===== src/rtl/key_feedback_driver_pkg.sv =====
// Shared types and helpers for the key feedback driver: FSM state encoding,
// counter width helper and the per-cycle event population count.
package key_feedback_driver_pkg;

    typedef enum logic [1:0] {
        IDLE = 2'd0,
        BEEP = 2'd1,
        GAP  = 2'd2
    } state_t;

    localparam int NUM_KEYS = 6;
    localparam int PEND_W   = 3;  // pending beep counter width, caps the queue at 7

    // Bits needed for a down-counter that is loaded with max_val.
    function automatic int cnt_width(input int max_val);
        return (max_val <= 0) ? 1 : $clog2(max_val + 1);
    endfunction

    // Number of key events raised in one cycle (0..6).
    function automatic logic [3:0] popcount6(input logic [5:0] v);
        logic [3:0] c;
        c = 4'd0;
        for (int k = 0; k < NUM_KEYS; k++) begin
            c = c + {3'b000, v[k]};
        end
        return c;
    endfunction

endpackage


===== src/rtl/key_feedback_driver_if.sv =====
// Bundle between the edge detector / board pins and the feedback driver.
// Key inputs are single-cycle strobes: every cycle a strobe is high counts as
// one event; there is no backpressure, so the driver never stalls its source.
// state and pending are read-only debug views of the beep scheduler.
interface key_feedback_driver_if;
    import key_feedback_driver_pkg::*;

    logic                sign_pos_A;
    logic                sign_pos_S;
    logic                sign_pos_W;
    logic                sign_pos_X;
    logic                sign_neg_X;
    logic                sign_pos_D;
    logic                mute;
    logic [5:0]          led;
    logic                buzzer;
    logic                busy;
    logic                beep_drop;
    state_t              state;
    logic [PEND_W-1:0]   pending;

    modport master (
        output sign_pos_A, sign_pos_S, sign_pos_W, sign_pos_X, sign_neg_X, sign_pos_D, mute,
        input  led, buzzer, busy, beep_drop, state, pending
    );

    modport slave (
        input  sign_pos_A, sign_pos_S, sign_pos_W, sign_pos_X, sign_neg_X, sign_pos_D, mute,
        output led, buzzer, busy, beep_drop, state, pending
    );

endinterface


===== src/rtl/key_feedback_driver_led_stretch.sv =====
// Stretches a one-cycle event into a HOLD-cycle LED pulse. A new event while
// lit reloads the hold time, so the LED stays on without a gap.
module key_feedback_driver_led_stretch
    import key_feedback_driver_pkg::*;
#(
    parameter int unsigned HOLD = 20000000
) (
    input  logic clk,
    input  logic rst,
    input  logic trig,
    output logic led
);

    localparam int W = cnt_width(int'(HOLD));
    localparam logic [W-1:0] HOLD_V = W'(HOLD);

    logic [W-1:0] count;
    logic [W-1:0] count_next;

    // Reload on event, otherwise count down to zero.
    always_comb begin
        count_next = count;
        if (trig) begin
            count_next = HOLD_V;
        end else if (count != '0) begin
            count_next = count - W'(1);
        end
    end

    // Counter and registered LED, which equals (count != 0) every cycle.
    always_ff @(posedge clk) begin
        if (rst) begin
            count <= '0;
            led   <= 1'b0;
        end else begin
            count <= count_next;
            led   <= (count_next != '0);
        end
    end

endmodule


===== src/rtl/key_feedback_driver.sv =====
// Key feedback driver: per-key LED stretchers plus a saturating beep queue
// drained by a BEEP/GAP scheduler that drives a square-wave buzzer.
module key_feedback_driver
    import key_feedback_driver_pkg::*;
#(
    parameter int unsigned LED_HOLD  = 20000000,
    parameter int unsigned BEEP_LEN  = 10000000,
    parameter int unsigned BEEP_GAP  = 5000000,
    parameter int unsigned TONE_HALF = 25000,
    parameter int unsigned QUEUE_MAX = 7
) (
    input  logic                 clk,
    input  logic                 buttom_rst,
    key_feedback_driver_if.slave bus
);

    localparam int unsigned TMAX = (BEEP_LEN > BEEP_GAP) ? BEEP_LEN : BEEP_GAP;
    localparam int TW  = cnt_width(int'(TMAX));
    localparam int HW  = cnt_width(int'(TONE_HALF));
    localparam logic [TW-1:0]     LEN_V  = TW'(BEEP_LEN);
    localparam logic [TW-1:0]     GAP_V  = TW'(BEEP_GAP);
    localparam logic [HW-1:0]     HALF_V = HW'(TONE_HALF);
    localparam logic [3:0]        QMAX4  = 4'(QUEUE_MAX);
    localparam logic [PEND_W-1:0] QMAX3  = PEND_W'(QUEUE_MAX);

    logic [5:0]        events;
    logic [5:0]        led_w;
    state_t            state, state_next;
    logic [TW-1:0]     timer, timer_next;
    logic [HW-1:0]     tone, tone_next;
    logic              phase, phase_next;
    logic              dec;
    logic [PEND_W-1:0] pending, pending_next;
    logic [3:0]        pend_sum;
    logic              drop_next;
    logic              busy_next;
    logic              busy_q;
    logic              drop_q;

    assign events = {bus.sign_pos_D, bus.sign_neg_X, bus.sign_pos_X,
                     bus.sign_pos_W, bus.sign_pos_S, bus.sign_pos_A};

    for (genvar i = 0; i < NUM_KEYS; i++) begin : g_led
        key_feedback_driver_led_stretch #(.HOLD(LED_HOLD)) u_stretch (
            .clk  (clk),
            .rst  (buttom_rst),
            .trig (events[i]),
            .led  (led_w[i])
        );
    end

    // Scheduler: starts a beep whenever one is pending and the buzzer is free,
    // times beep and gap, and toggles the tone phase every TONE_HALF cycles.
    always_comb begin
        state_next = state;
        timer_next = timer;
        tone_next  = tone;
        phase_next = phase;
        dec        = 1'b0;
        case (state)
            IDLE: begin
                if (pending != '0) begin
                    state_next = BEEP;
                    timer_next = LEN_V;
                    tone_next  = HALF_V;
                    phase_next = 1'b1;
                    dec        = 1'b1;
                end
            end
            BEEP: begin
                timer_next = timer - TW'(1);
                if (tone == HW'(1)) begin
                    phase_next = ~phase;
                    tone_next  = HALF_V;
                end else begin
                    tone_next  = tone - HW'(1);
                end
                if (timer == TW'(1)) begin
                    state_next = GAP;
                    timer_next = GAP_V;
                    phase_next = 1'b0;
                end
            end
            GAP: begin
                timer_next = timer - TW'(1);
                if (timer == TW'(1)) begin
                    if (pending != '0) begin
                        state_next = BEEP;
                        timer_next = LEN_V;
                        tone_next  = HALF_V;
                        phase_next = 1'b1;
                        dec        = 1'b1;
                    end else begin
                        state_next = IDLE;
                        timer_next = '0;
                        tone_next  = '0;
                    end
                end
            end
            default: begin
                state_next = IDLE;
                timer_next = '0;
                tone_next  = '0;
                phase_next = 1'b0;
            end
        endcase
    end

    // Queue update: consume the started beep and add this cycle's events,
    // saturating at QUEUE_MAX and flagging the events that did not fit.
    always_comb begin
        pend_sum     = {1'b0, pending} - {3'b000, dec} + popcount6(events);
        drop_next    = (pend_sum > QMAX4);
        pending_next = drop_next ? QMAX3 : pend_sum[PEND_W-1:0];
        busy_next    = (state_next != IDLE) || (pending_next != '0);
    end

    // State register; reset wins over everything, including a running beep.
    always_ff @(posedge clk) begin
        if (buttom_rst) begin
            state   <= IDLE;
            timer   <= '0;
            tone    <= '0;
            phase   <= 1'b0;
            pending <= '0;
            busy_q  <= 1'b0;
            drop_q  <= 1'b0;
        end else begin
            state   <= state_next;
            timer   <= timer_next;
            tone    <= tone_next;
            phase   <= phase_next;
            pending <= pending_next;
            busy_q  <= busy_next;
            drop_q  <= drop_next;
        end
    end

    // phase is only ever high inside BEEP, so it alone gates the tone.
    assign bus.buzzer    = phase & ~bus.mute;
    assign bus.led       = led_w;
    assign bus.busy      = busy_q;
    assign bus.beep_drop = drop_q;
    assign bus.state     = state;
    assign bus.pending   = pending;

endmodule


===== src/flat_wrapper.sv =====
// flat-port wrapper written by rule: the top's interface ports become plain ports
module key_feedback_driver_flat import key_feedback_driver_pkg::*;
#(
    parameter int unsigned LED_HOLD  = 20000000,
    parameter int unsigned BEEP_LEN  = 10000000,
    parameter int unsigned BEEP_GAP  = 5000000,
    parameter int unsigned TONE_HALF = 25000,
    parameter int unsigned QUEUE_MAX = 7
)
  (clk, buttom_rst, bus_sign_pos_A, bus_sign_pos_S, bus_sign_pos_W, bus_sign_pos_X, bus_sign_neg_X, bus_sign_pos_D, bus_mute, bus_led, bus_buzzer, bus_busy, bus_beep_drop, bus_state, bus_pending);
  key_feedback_driver_if bus_i ();
  input  logic clk;
  input  logic buttom_rst;
  input wire logic [$bits(bus_i.sign_pos_A)-1:0] bus_sign_pos_A;
  input wire logic [$bits(bus_i.sign_pos_S)-1:0] bus_sign_pos_S;
  input wire logic [$bits(bus_i.sign_pos_W)-1:0] bus_sign_pos_W;
  input wire logic [$bits(bus_i.sign_pos_X)-1:0] bus_sign_pos_X;
  input wire logic [$bits(bus_i.sign_neg_X)-1:0] bus_sign_neg_X;
  input wire logic [$bits(bus_i.sign_pos_D)-1:0] bus_sign_pos_D;
  input wire logic [$bits(bus_i.mute)-1:0] bus_mute;
  output wire logic [$bits(bus_i.led)-1:0] bus_led;
  output wire logic [$bits(bus_i.buzzer)-1:0] bus_buzzer;
  output wire logic [$bits(bus_i.busy)-1:0] bus_busy;
  output wire logic [$bits(bus_i.beep_drop)-1:0] bus_beep_drop;
  output wire logic [$bits(bus_i.state)-1:0] bus_state;
  output wire logic [$bits(bus_i.pending)-1:0] bus_pending;
  assign bus_i.sign_pos_A = bus_sign_pos_A;
  assign bus_i.sign_pos_S = bus_sign_pos_S;
  assign bus_i.sign_pos_W = bus_sign_pos_W;
  assign bus_i.sign_pos_X = bus_sign_pos_X;
  assign bus_i.sign_neg_X = bus_sign_neg_X;
  assign bus_i.sign_pos_D = bus_sign_pos_D;
  assign bus_i.mute = bus_mute;
  assign bus_led = bus_i.led;
  assign bus_buzzer = bus_i.buzzer;
  assign bus_busy = bus_i.busy;
  assign bus_beep_drop = bus_i.beep_drop;
  assign bus_state = bus_i.state;
  assign bus_pending = bus_i.pending;
  key_feedback_driver #(.LED_HOLD(LED_HOLD), .BEEP_LEN(BEEP_LEN), .BEEP_GAP(BEEP_GAP), .TONE_HALF(TONE_HALF), .QUEUE_MAX(QUEUE_MAX)) u_core (.clk(clk), .buttom_rst(buttom_rst), .bus(bus_i));
endmodule

===== config.mk =====
export PLATFORM = sky130hd
export DESIGN_NAME = key_feedback_driver_flat
export DESIGN_NICKNAME = d
export VERILOG_FILES = /design/src/rtl/key_feedback_driver_pkg.sv /design/src/rtl/key_feedback_driver_if.sv /design/src/rtl/key_feedback_driver_led_stretch.sv /design/src/rtl/key_feedback_driver.sv /design/src/flat_wrapper.sv
export SDC_FILE = /design/constraint.sdc
export NUM_CORES = 1
export LEC_CHECK = 0
export ABC_AREA = 0
export BUFFER_PORTS_ARGS = -buffer_cell sky130_fd_sc_hd__buf_2
export CAP_MARGIN = 10
export CELL_PAD_IN_SITES_DETAIL_PLACEMENT = 1
export CELL_PAD_IN_SITES_GLOBAL_PLACEMENT = 2
export CORE_UTILIZATION = 41
export DETAILED_ROUTE_END_ITERATION = 7
export GPL_ROUTABILITY_DRIVEN = 0
export PLACE_DENSITY = 0.87
export SLEW_MARGIN = 20
export SYNTH_ARGS = -nofsm -noshare
export SYNTH_HDL_FRONTEND = slang
export SYNTH_SLANG_ARGS = --single-unit

===== constraint.sdc =====
create_clock -name clk -period 8.6 [get_ports clk]
set_clock_uncertainty 0.2 [all_clocks]
set_input_delay 2.58 -clock clk [delete_from_list [all_inputs] [get_ports clk]]
set_output_delay 2.58 -clock clk [all_outputs]
set_load 0.005 [all_outputs]

==> run_results.csv <==
group,metric,value,unit
outcome,run_status,"completed",
clock_tree,postCtsSetupRepairBufs,0,
timing,rsz0062_at_grt,"no",
yosys,synth_enable_flop_cells,0,
timing,max-slew-margin-rel,0.385,
drt,routed_wl,29700,um
floorplan,fp.dieW,168,um
timing,drv_slew,0,
yosys,synth_xor_area_frac,0.0986,
final_layout,mostFrequentLayoutCell,"nor2_1",
yosys,ys_seq_area_frac,0.358,
power_and_ir_drop,power_density,279,nW/um^2
clock_tree,hold_buffers,0,
placed_design,portBuffers,22,
setup_path,crit_type,"input port to output pin",
global_routing,grt_pass1_wl,50400,um
yosys,netlist-cell-type-count,75,
yosys,yosys_register_bits,203,
drt,ant_nets,0,
setup_path,crit_arrival,2.87,ns
power_and_ir_drop,p_leak,4.75,nW
timing,finalSetupViolCount,0,
worst_hold_path,hold_end,"u_core.timer[14]",
setup_path,r2r_cells,16,
setup_path,rr_endpoint,"u_core.bus.busy",
global_routing,grt_max_degree,62,
yosys,synth_top_family_by_area,"simple AND/OR/NAND/NOR gates",
setup_path,r2r_slack,3.60,ns
clock_tree,cts.sinks,203,
setup_path,crit_fanout,1,
yosys,async_flop_share,0,
drt,first_pass_iters,4,
floorplan,io_pins,23,
global_routing,grt_pass1_vias,10200,
drt,drc,0,
yosys,synth-compound-area-share,0.134,
worst_hold_path,hp-start,"u_core.timer[14]",
floorplan,initial_core_util,0.419,
yosys,synth.area.mux_share,0.0110,
clock_tree,cts_tree,"yes",
clock_tree,htree_levels,1,
timing,min_period,5.65,ns
final_layout,layout_common_cells,"nor2_1, dfxtp_1, a21oi_1, nand2_1, xnor2_1",
floorplan,coreArea,27100,um^2
floorplan,dieArea,28400,um^2
timing,layout_setup_ws,2.95,ns
yosys,synthAdderAreaFrac,0.0339,
global_routing,antenna_found_initial,0,
timing,finalCritPeriodShare,0.657,
setup_path,r2r_start,"u_core.timer[11]",
floorplan,die_h,168,um
setup_path,crit_path_start_kind,"input port",
final_layout,drive_above_1_share,0.0786,
clock_tree,cts.path.max_buffers,3,
worst_hold_path,hold_depth,2,
floorplan,rows,60,
final_layout,diodes,0,
timing,hold_violations,0,
yosys,yosys_most_used_dff,"dfxtp_1",
power_and_ir_drop,ir_drop,157,uV
placed_design,pre_cts_slack,2.56,ns
drt,avgRoutedWirePerCell,16.4,um
clock_tree,cts_resized,0,
clock_tree,clkLatencyLatePin,0.54,ns
final_layout,fillers,3270,
yosys,syn_nets,1477,
yosys,syn_area_per_cell,7.90,um^2
clock_tree,cts.clk_slew.worst_paths,0.06,ns
yosys,yosys.area_share.simple,0.322,
final_layout,layout.nets,1459,
drt,vias_per_cell,5.62,
timing,max_slew.worst_pin.slew,0.914,ns
global_routing,grt_usage,0.211,
drt,drt_iter0_markers,482,
drt,vias,10200,
worst_hold_path,hp-class,"flip-flop to flip-flop",
clock_tree,cts_root_buffer,"clkbuf_16",
final_layout,synthToLayoutAreaGrowth,10.1,%
yosys,postSynthCellCount,1439,
timing,clock.fmax,177,MHz
setup_path,endpoint_kind,"output pin",
setup_path,critPathRequiredTime,5.82,ns
yosys,netlist_area,11400,um^2
timing,final.setup.tns,0,ns
placed_design,hpwl,21100,um
flow_run,drv_cap,0,
clock_tree,cts_buffers,25,
global_routing,grt-ovfl-total,0,
yosys,ys.warnings.count,0,
-- how the worst max path moves through the flow --
stage | startpoint | end | slack [ns] | cells after the start
after CTS | bus_mute | bus_buzzer | 2.94 | 3
after global routing | bus_mute | bus_buzzer | 2.89 | 3
final | bus_mute | bus_buzzer | 2.95 | 3
after floorplan | bus_sign_pos_D | u_core.bus.busy | 2.99 | 11
after detailed placement | bus_sign_pos_D | u_core.bus.busy | 2.56 | 12
after global placement | bus_sign_pos_D | u_core.bus.busy | 2.68 | 12
-- state kept, by name, indices dropped and copies added, names as in the netlist --
register and flops:
u_core.timer 24, u_core.bus.pending 3, u_core.g_led.u_stretch.led 6, u_core.bus.busy 1
u_core.bus.beep_drop 1, u_core.phase 1, u_core.g_led.u_stretch.count 150, u_core.tone 15
u_core.bus.state 2
-- logic make-up (layout without fill, tap and decap cells) --
group | after synthesis | in the layout
AOI/OAI and AO/OA | 246 | 246
xor gates and xnor gates | 128 | 128
adders and majority gates | 29 | 29
buffers and inverters | 116 | 115
DFF | 203 | 203
muxes | 12 | 12
and+or+nand+nor | 705 | 705
-- cells in the mapped netlist, types with 26 or more instances --
library cell	n	share of area
nor4_1	65	0.036
dfxtp_1	203	0.36
clkbuf_1	61	0.020
xnor2_1	72	0.055
ha_1	26	0.029
nand2_1	96	0.032
inv_1	38	0.013
a21oi_1	98	0.043
o21ai_0	45	0.020
nor3_1	68	0.030
xor2_1	56	0.043
nor2_1	238	0.079
-- routing by layer --
metal	vias to the layer above	routed length [um]	track usage
met2	102	13800	0.364
li1	5092	-	-
met4	0	635	0.0534
met1	4932	14500	0.279
met3	41	730	0.0248
met5	-	0	0
-- final cells by class --
class | instances | area (um^2) | area share
repair buffers | 30 | 173 | 0.0138
flip-flops and latches | 203 | 4060 | 0.325
clock inverters | 13 | 135 | 0.0108
well taps | 372 | 465 | 0.0372
multi-input cells | 1120 | 6830 | 0.546
inverters | 41 | 154 | 0.0123
clock buffers | 31 | 688 | 0.0550
-- through the flow --
step	area [um^2]	util	std cells	hold slack (ns)	total power, mW
2_1_floorplan	11400	-	1439	0.239	2.16
3_3_place_gp	11700	0.431	1766	0.256	2.41
3_5_place_dp	11700	0.431	1766	0.261	2.45
4_1_cts	12500	0.462	1810	0.269	3.53
5_1_grt	12500	0.462	1810	0.311	3.74
6_report	12500	0.462	1810	0.273	3.48
-- critical path, stage by stage --
cell,delay [ns]
buf_2,0.09
nor2b_1,0.08
buf_2,0.11
-- power by group --
group | total (mW) | switching (mW) | internal, mW
sequential | 1.23 | 0.158 | 1.07
combinational | 1.21 | 0.710 | 0.496
clock | 1.05 | 0.419 | 0.628
total | 3.48 | 1.29 | 2.20
No activity file was read; power rests on OpenSTA's default activity.
